File: config.mk
export PLATFORM = sky130hd
export DESIGN_NAME = mc_controller_flat
export DESIGN_NICKNAME = d
export VERILOG_FILES = /design/src/rtl/mc_controller_pkg.sv /design/src/rtl/mc_controller_if.sv /design/src/rtl/mc_controller_aludec.sv /design/src/rtl/mc_controller.sv /design/src/flat_wrapper.sv
export SDC_FILE = /design/constraint.sdc
export NUM_CORES = 1
export LEC_CHECK = 0
export CAP_MARGIN = 20
export CORE_MARGIN = 2
export CORE_UTILIZATION = 35
export CTS_CLUSTER_DIAMETER = 100
export DETAILED_ROUTE_END_ITERATION = 7
export PLACE_DENSITY = 0.71
export SLEW_MARGIN = 0
export SYNTH_ARGS = -nofsm -noshare
export SYNTH_HDL_FRONTEND = slang
export SYNTH_HIERARCHICAL = 1
export SYNTH_SLANG_ARGS = --single-unit
export TNS_END_PERCENT = 50
File: constraint.sdc
create_clock -name clk -period 3.1 [get_ports clk]
set_input_delay 0.465 -clock clk [delete_from_list [all_inputs] [get_ports clk]]
set_output_delay 0.465 -clock clk [all_outputs]
set_load 0.02 [all_outputs]
File: src/rtl/mc_controller_pkg.sv
// Shared types and encodings for the multicycle MIPS control unit.
package mc_controller_pkg;

    typedef logic        u1;
    typedef logic [1:0]  u2;
    typedef logic [2:0]  u3;
    typedef logic [3:0]  u4;
    typedef logic [5:0]  u6;
    typedef logic [31:0] u32;

    typedef enum logic [3:0] {
        FETCH   = 4'd0,
        DECODE  = 4'd1,
        MEMADR  = 4'd2,
        MEMRD   = 4'd3,
        MEMWB   = 4'd4,
        MEMWR   = 4'd5,
        EXECUTE = 4'd6,
        ALUWB   = 4'd7,
        IMMEX   = 4'd8,
        IMMWB   = 4'd9,
        BRANCH  = 4'd10,
        JUMP    = 4'd11
    } state_t;

    localparam u6 OP_RTYPE = 6'b000000;
    localparam u6 OP_LW    = 6'b100011;
    localparam u6 OP_SW    = 6'b101011;
    localparam u6 OP_BEQ   = 6'b000100;
    localparam u6 OP_BNE   = 6'b000101;
    localparam u6 OP_ADDI  = 6'b001000;
    localparam u6 OP_SLTI  = 6'b001010;
    localparam u6 OP_J     = 6'b000010;

    localparam u6 F_ADD = 6'b100000;
    localparam u6 F_SUB = 6'b100010;
    localparam u6 F_AND = 6'b100100;
    localparam u6 F_OR  = 6'b100101;
    localparam u6 F_SLT = 6'b101010;

    localparam u3 ALU_ADD = 3'b010;
    localparam u3 ALU_SUB = 3'b110;
    localparam u3 ALU_AND = 3'b000;
    localparam u3 ALU_OR  = 3'b001;
    localparam u3 ALU_SLT = 3'b111;

endpackage

File: src/rtl/mc_controller_if.sv
// Control bus between the controller (master) and the multicycle datapath (slave).
interface mc_controller_if
    import mc_controller_pkg::*;
#(
    parameter int unsigned CNT_W = 32
);
    u6              op;
    u6              funct;
    u1              zero;
    u1              pcen;
    u1              memwrite;
    u1              irwrite;
    u1              regwrite;
    u1              iord;
    u1              alusrca;
    u2              alusrcb;
    u1              memtoreg;
    u1              regdst;
    u2              pcsrc;
    u3              alucont;
    u1              illegal;
    u4              state_o;
    logic [CNT_W-1:0] instret;

    modport master (
        input  op, funct, zero,
        output pcen, memwrite, irwrite, regwrite, iord, alusrca, alusrcb,
               memtoreg, regdst, pcsrc, alucont, illegal, state_o, instret
    );

    modport slave (
        output op, funct, zero,
        input  pcen, memwrite, irwrite, regwrite, iord, alusrca, alusrcb,
               memtoreg, regdst, pcsrc, alucont, illegal, state_o, instret
    );
endinterface

File: src/rtl/mc_controller_aludec.sv
// R-type funct decoder: ALU operation plus a flag for supported funct codes.
module mc_aludec
    import mc_controller_pkg::*;
(
    input  u6 funct,
    output u3 alucont,
    output u1 funct_ok
);
    always_comb begin
        alucont  = ALU_ADD;
        funct_ok = 1'b1;
        case (funct)
            F_ADD:   alucont = ALU_ADD;
            F_SUB:   alucont = ALU_SUB;
            F_AND:   alucont = ALU_AND;
            F_OR:    alucont = ALU_OR;
            F_SLT:   alucont = ALU_SLT;
            default: funct_ok = 1'b0;
        endcase
    end
endmodule

File: src/rtl/mc_controller.sv
// Multicycle MIPS control FSM: sequences fetch/decode/execute/memory/writeback,
// drives datapath controls, counts retired instructions and flags illegal ones.
module mc_controller
    import mc_controller_pkg::*;
#(
    parameter int unsigned CNT_W = 32
) (
    input  logic                clk,
    input  logic                reset,
    mc_controller_if.master     bus
);
    state_t           state_q, state_d;
    logic [CNT_W-1:0] instret_q, instret_d;

    u3 rtype_alucont;
    u1 funct_ok;

    u1 pcen_c, memwrite_c, irwrite_c, regwrite_c, iord_c, alusrca_c;
    u1 memtoreg_c, regdst_c, illegal_c, retire_c;
    u2 alusrcb_c, pcsrc_c;
    u3 alucont_c;

    mc_aludec u_aludec (
        .funct    (bus.funct),
        .alucont  (rtype_alucont),
        .funct_ok (funct_ok)
    );

    always_comb begin
        state_d    = FETCH;
        pcen_c     = 1'b0;
        memwrite_c = 1'b0;
        irwrite_c  = 1'b0;
        regwrite_c = 1'b0;
        iord_c     = 1'b0;
        alusrca_c  = 1'b0;
        alusrcb_c  = 2'b00;
        memtoreg_c = 1'b0;
        regdst_c   = 1'b0;
        pcsrc_c    = 2'b00;
        alucont_c  = ALU_ADD;
        illegal_c  = 1'b0;
        retire_c   = 1'b0;

        case (state_q)
            FETCH: begin
                irwrite_c = 1'b1;
                alusrcb_c = 2'b01;
                pcsrc_c   = 2'b01;
                pcen_c    = 1'b1;
                state_d   = DECODE;
            end
            DECODE: begin
                alusrcb_c = 2'b11;
                case (bus.op)
                    OP_LW, OP_SW:     state_d = MEMADR;
                    OP_BEQ, OP_BNE:   state_d = BRANCH;
                    OP_ADDI, OP_SLTI: state_d = IMMEX;
                    OP_J:             state_d = JUMP;
                    OP_RTYPE: begin
                        if (funct_ok) state_d = EXECUTE;
                        else          illegal_c = 1'b1;
                    end
                    default:          illegal_c = 1'b1;
                endcase
            end
            MEMADR: begin
                alusrca_c = 1'b1;
                alusrcb_c = 2'b10;
                state_d   = (bus.op == OP_LW) ? MEMRD : MEMWR;
            end
            MEMRD: begin
                iord_c  = 1'b1;
                state_d = MEMWB;
            end
            MEMWB: begin
                regwrite_c = 1'b1;
                memtoreg_c = 1'b1;
                retire_c   = 1'b1;
            end
            MEMWR: begin
                iord_c     = 1'b1;
                memwrite_c = 1'b1;
                retire_c   = 1'b1;
            end
            EXECUTE: begin
                alusrca_c = 1'b1;
                alucont_c = rtype_alucont;
                state_d   = ALUWB;
            end
            ALUWB: begin
                regwrite_c = 1'b1;
                regdst_c   = 1'b1;
                retire_c   = 1'b1;
            end
            IMMEX: begin
                alusrca_c = 1'b1;
                alusrcb_c = 2'b10;
                alucont_c = (bus.op == OP_SLTI) ? ALU_SLT : ALU_ADD;
                state_d   = IMMWB;
            end
            IMMWB: begin
                regwrite_c = 1'b1;
                retire_c   = 1'b1;
            end
            BRANCH: begin
                alusrca_c = 1'b1;
                alucont_c = ALU_SUB;
                pcen_c    = ((bus.op == OP_BEQ) &  bus.zero) |
                            ((bus.op == OP_BNE) & ~bus.zero);
                retire_c  = 1'b1;
            end
            JUMP: begin
                pcsrc_c  = 2'b10;
                pcen_c   = 1'b1;
                retire_c = 1'b1;
            end
            // Unused encodings recover to FETCH with every output held low.
            default: alucont_c = '0;
        endcase

        instret_d = instret_q + {{(CNT_W-1){1'b0}}, retire_c};
    end

    always_ff @(posedge clk) begin
        if (reset) begin
            state_q   <= FETCH;
            instret_q <= '0;
        end else begin
            state_q   <= state_d;
            instret_q <= instret_d;
        end
    end

    assign bus.pcen     = ~reset & pcen_c;
    assign bus.memwrite = ~reset & memwrite_c;
    assign bus.irwrite  = ~reset & irwrite_c;
    assign bus.regwrite = ~reset & regwrite_c;
    assign bus.iord     = ~reset & iord_c;
    assign bus.alusrca  = ~reset & alusrca_c;
    assign bus.memtoreg = ~reset & memtoreg_c;
    assign bus.regdst   = ~reset & regdst_c;
    assign bus.illegal  = ~reset & illegal_c;
    assign bus.alusrcb  = reset ? '0 : alusrcb_c;
    assign bus.pcsrc    = reset ? '0 : pcsrc_c;
    assign bus.alucont  = reset ? '0 : alucont_c;
    assign bus.state_o  = reset ? '0 : state_q;
    assign bus.instret  = reset ? '0 : instret_q;
endmodule

File: src/flat_wrapper.sv
// flat-port wrapper written by rule: the top's interface ports become plain ports
module mc_controller_flat import mc_controller_pkg::*;
#(
    parameter int unsigned CNT_W = 32
)
  (clk, reset, bus_op, bus_funct, bus_zero, bus_pcen, bus_memwrite, bus_irwrite, bus_regwrite, bus_iord, bus_alusrca, bus_alusrcb, bus_memtoreg, bus_regdst, bus_pcsrc, bus_alucont, bus_illegal, bus_state_o, bus_instret);
  mc_controller_if #(.CNT_W(CNT_W)) bus_i ();
  input  logic clk;
  input  logic reset;
  input wire logic [$bits(bus_i.op)-1:0] bus_op;
  input wire logic [$bits(bus_i.funct)-1:0] bus_funct;
  input wire logic [$bits(bus_i.zero)-1:0] bus_zero;
  output wire logic [$bits(bus_i.pcen)-1:0] bus_pcen;
  output wire logic [$bits(bus_i.memwrite)-1:0] bus_memwrite;
  output wire logic [$bits(bus_i.irwrite)-1:0] bus_irwrite;
  output wire logic [$bits(bus_i.regwrite)-1:0] bus_regwrite;
  output wire logic [$bits(bus_i.iord)-1:0] bus_iord;
  output wire logic [$bits(bus_i.alusrca)-1:0] bus_alusrca;
  output wire logic [$bits(bus_i.alusrcb)-1:0] bus_alusrcb;
  output wire logic [$bits(bus_i.memtoreg)-1:0] bus_memtoreg;
  output wire logic [$bits(bus_i.regdst)-1:0] bus_regdst;
  output wire logic [$bits(bus_i.pcsrc)-1:0] bus_pcsrc;
  output wire logic [$bits(bus_i.alucont)-1:0] bus_alucont;
  output wire logic [$bits(bus_i.illegal)-1:0] bus_illegal;
  output wire logic [$bits(bus_i.state_o)-1:0] bus_state_o;
  output wire logic [$bits(bus_i.instret)-1:0] bus_instret;
  assign bus_i.op = bus_op;
  assign bus_i.funct = bus_funct;
  assign bus_i.zero = bus_zero;
  assign bus_pcen = bus_i.pcen;
  assign bus_memwrite = bus_i.memwrite;
  assign bus_irwrite = bus_i.irwrite;
  assign bus_regwrite = bus_i.regwrite;
  assign bus_iord = bus_i.iord;
  assign bus_alusrca = bus_i.alusrca;
  assign bus_alusrcb = bus_i.alusrcb;
  assign bus_memtoreg = bus_i.memtoreg;
  assign bus_regdst = bus_i.regdst;
  assign bus_pcsrc = bus_i.pcsrc;
  assign bus_alucont = bus_i.alucont;
  assign bus_illegal = bus_i.illegal;
  assign bus_state_o = bus_i.state_o;
  assign bus_instret = bus_i.instret;
  mc_controller #(.CNT_W(CNT_W)) u_core (.clk(clk), .reset(reset), .bus(bus_i));
endmodule
==> out/metrics.yaml, run 1 <==
status: "completed"
grt_first_pass_wirelength_um: 9200
setup_tns_ns: 0
n_fill_cell: 621
synth_top_area_cell: "dfxtp_1"
ctsHtreeMaxLevel: 2
post_drt_wl_per_cell_um: 12.4
placed_cell_area_mm2: 0.00311
max_freq_mhz: 338
async_reset_ff_frac: 0
root_buffer: "clkbuf_8"
cp_cell_sequence: "clkdlybuf4s50_1 -> nor4b_2 -> buf_4 -> nand4b_1 -> or2_2 -> a21oi_1 -> clkdlybuf4s50_1"
hold_class: "reg -> reg"
slew_headroom: 0.728
clock_latency_ns: 0.28
grtUsageMet1: 0.193
fin_nets: 389
start_util: 0.366
cp_slowest_cell: "clkdlybuf4s50_1"
setup_viol: 0
grt_use_total: 0.151
cts.clk_slew.worst_paths_ns: 0.07
dp_hpwl_um: 4090
cts.repair.resized: 0
vdd_drop_max_v: 0.000174
clk_path_buf_depth: 2
synthCells: 306
worst_slack_ns: 0.138
synth_enable_flop_cells: 0
die_width_um: 85.9
critical_path.top_delay_family: "buffers and inverters"
postCtsSetupBuffers: 0
tightestPinTransition_ns: 0.407
antenna_cells: 0
grt_antenna_before_repair: 0
fin_area_mm2: 0.00322
powerDensity_mw_per_mm2: 293
period_share: 0.956
wl_um: 5540
crit_path_end_kind: "output pin"
first_iter_violations: 81
globalRouteMet3Util: 0.0298
cts_buffers: 5
antenna_left: 0
cts.sinks: 36
detail_route.first_pass.iterations: 4
vias: 2321
placementRows: 29
layout_commonest_cell: "clkdlybuf4s50_1"
syn_avg_cell_area_um2: 7.68
ys_types: 48
final_cell_mix: "63 x clkdlybuf4s50_1, 45 x nor2_1, 36 x dfxtp_1"
yosys-top-cells-area: "dfxtp_1 31%, nor2b_1 9.3%, nor2_1 7.2%, mux2_2 5.3%, xor2_1 4.5%"
top_usage_layer: "met2"
synth_nets: 324
grt_overflow: 0
fp.dieH_um: 85.9
post-route-min-period_ns: 2.96
max_stage_delay_ns: 0.62
grt_max_degree: 80
grt_util_met2: 0.249
grt_pass1_vias: 2039
cts_hold_buf: 0
cp_common_cell: "clkdlybuf4s50_1"
crit_fanout: 2
required_ns: 2.63
cts_tree: "done"
synth_area_mm2: 0.00235
yosys_warnings: 6
die_area_mm2: 0.00738
io_buffers: 66
pre_cts_ws_ns: 0.0730
vias_per_cell: 5.18
drcViolationCount: 0
crit_buf_inv: 3
finClkSkew_ns: 0.00218
synth_ff_type: "dfxtp_1"
drive_gt1_frac: 0.0943
hold_viol_final: 0
path_class: "in -> out"
cellLeakagePower_nw: 1.17
cp.arrival_ns: 2.50
synth_seq_cells: 36
rsz0062_at_grt: "no"
drv_cap: 0
coreArea_mm2: 0.00642
area_growth_pct: 37.0
start_kind: "primary input"
gp_congestion: 0.792
seq_area_frac_synth: 0.307
synth.top_cell.area_share: 0.307
slew_violations: 0
io_pins: 67
power_mw: 0.944
## per-layer routing
layer | vias up | wire (µm)
li1 | 1202 | -
met1 | 1057 | 2560
met4 | 0 | 44
met5 | - | 0
met3 | 2 | 312
met2 | 60 | 2620
## path summary, 6_finish.rpt
check / slack [ns] / end / cells past startpoint / start
max reg2reg: 0.42 / u_core/instret_q[28] / 9 / u_core/state_q[1]
max: 0.14 / bus_alucont[2] / 7 / bus_op[0]
min: 0.49 / u_core/instret_q[16] / 2 / u_core/instret_q[16]
min reg2reg: 0.49 / u_core/instret_q[16] / 2 / u_core/instret_q[16]
## report_power, final
| part | switching (mW) | leakage, nW | internal [mW] |
|---|---|---|---|
| sequential | 0.00144 | 0.290 | 0.464 |
| combinational | 0.0658 | 0.832 | 0.0562 |
| clock | 0.159 | 0.0503 | 0.198 |
| total | 0.226 | 1.17 | 0.718 |
## worst register-to-register path: stages, from the launching register on
cell	delay [ns]
dfxtp_1	0.43
nand2b_1	0.25
nand2_1	0.10
o22ai_1	0.23
ha_1	0.19
ha_1	0.19
and3_1	0.31
nand4_1	0.25
nor4_1	0.27
mux2_2	0.37
## logic make-up (layout without fill, tap and decap cells)
logic type,after synthesis,after routing,share of synthesized area
flops,36,36,0.307
simple gates,180,180,0.422
mux,12,12,0.0575
fa+ha+maj,3,3,0.0160
compound gates,35,35,0.0943
buf+inv,24,89,0.0442
xor+xnor,16,16,0.0596
## final cells by class
class	instances	area, µm²	area share
Tap cell	77	96.3	0.0299
Inverter	5	18.8	0.00583
Multi-Input combinational cell	246	1530	0.476
Clock buffer	7	96.3	0.0299
Timing Repair Buffer	77	756	0.235
Sequential cell	36	721	0.224
## synth_stat cells, types with 11 or more instances
master / n
nor2b_1: 35
nand3_1: 16
mux2_2: 11
nor3_1: 17
dfxtp_1: 36
nand2_1: 20
a21oi_1: 12
xor2_1: 12
nor2_1: 45
clkbuf_1: 13
## through the flow
stage	util	cells	hold WS, ns
detailed placement	0.485	441	0.484
finish	0.501	448	0.495
CTS	0.500	448	0.495
global route	0.501	448	0.530
global placement	0.485	441	0.474
floorplan	-	306	0.456
## flip-flops by register name (all words and copies together), names as in the netlist
register          count
u_core/instret_q     32
u_core/state_q        4
Note: power is estimated with default switching activity, not from simulation.
==> run 2, diff against run 1 <==
--- a/config.mk
+++ b/config.mk
@@ -10,6 +10,7 @@
 export CORE_UTILIZATION = 35
 export CTS_CLUSTER_DIAMETER = 100
 export DETAILED_ROUTE_END_ITERATION = 7
+export GPL_ROUTABILITY_DRIVEN = 0
 export PLACE_DENSITY = 0.71
 export SLEW_MARGIN = 0
 export SYNTH_ARGS = -nofsm -noshare
==> results of run 2 <==
No change in the layout: final DEF, timing and power equal those of run 1.
==> run 3, diff against run 2 <==
--- a/config.mk
+++ b/config.mk
@@ -12,7 +12,7 @@
 export DETAILED_ROUTE_END_ITERATION = 7
 export GPL_ROUTABILITY_DRIVEN = 0
 export PLACE_DENSITY = 0.71
-export SLEW_MARGIN = 0
+export SKIP_CTS_REPAIR_TIMING = 1
 export SYNTH_ARGS = -nofsm -noshare
 export SYNTH_HDL_FRONTEND = slang
 export SYNTH_HIERARCHICAL = 1
==> results of run 3 <==
No change in the layout: final DEF, timing and power equal those of run 1.
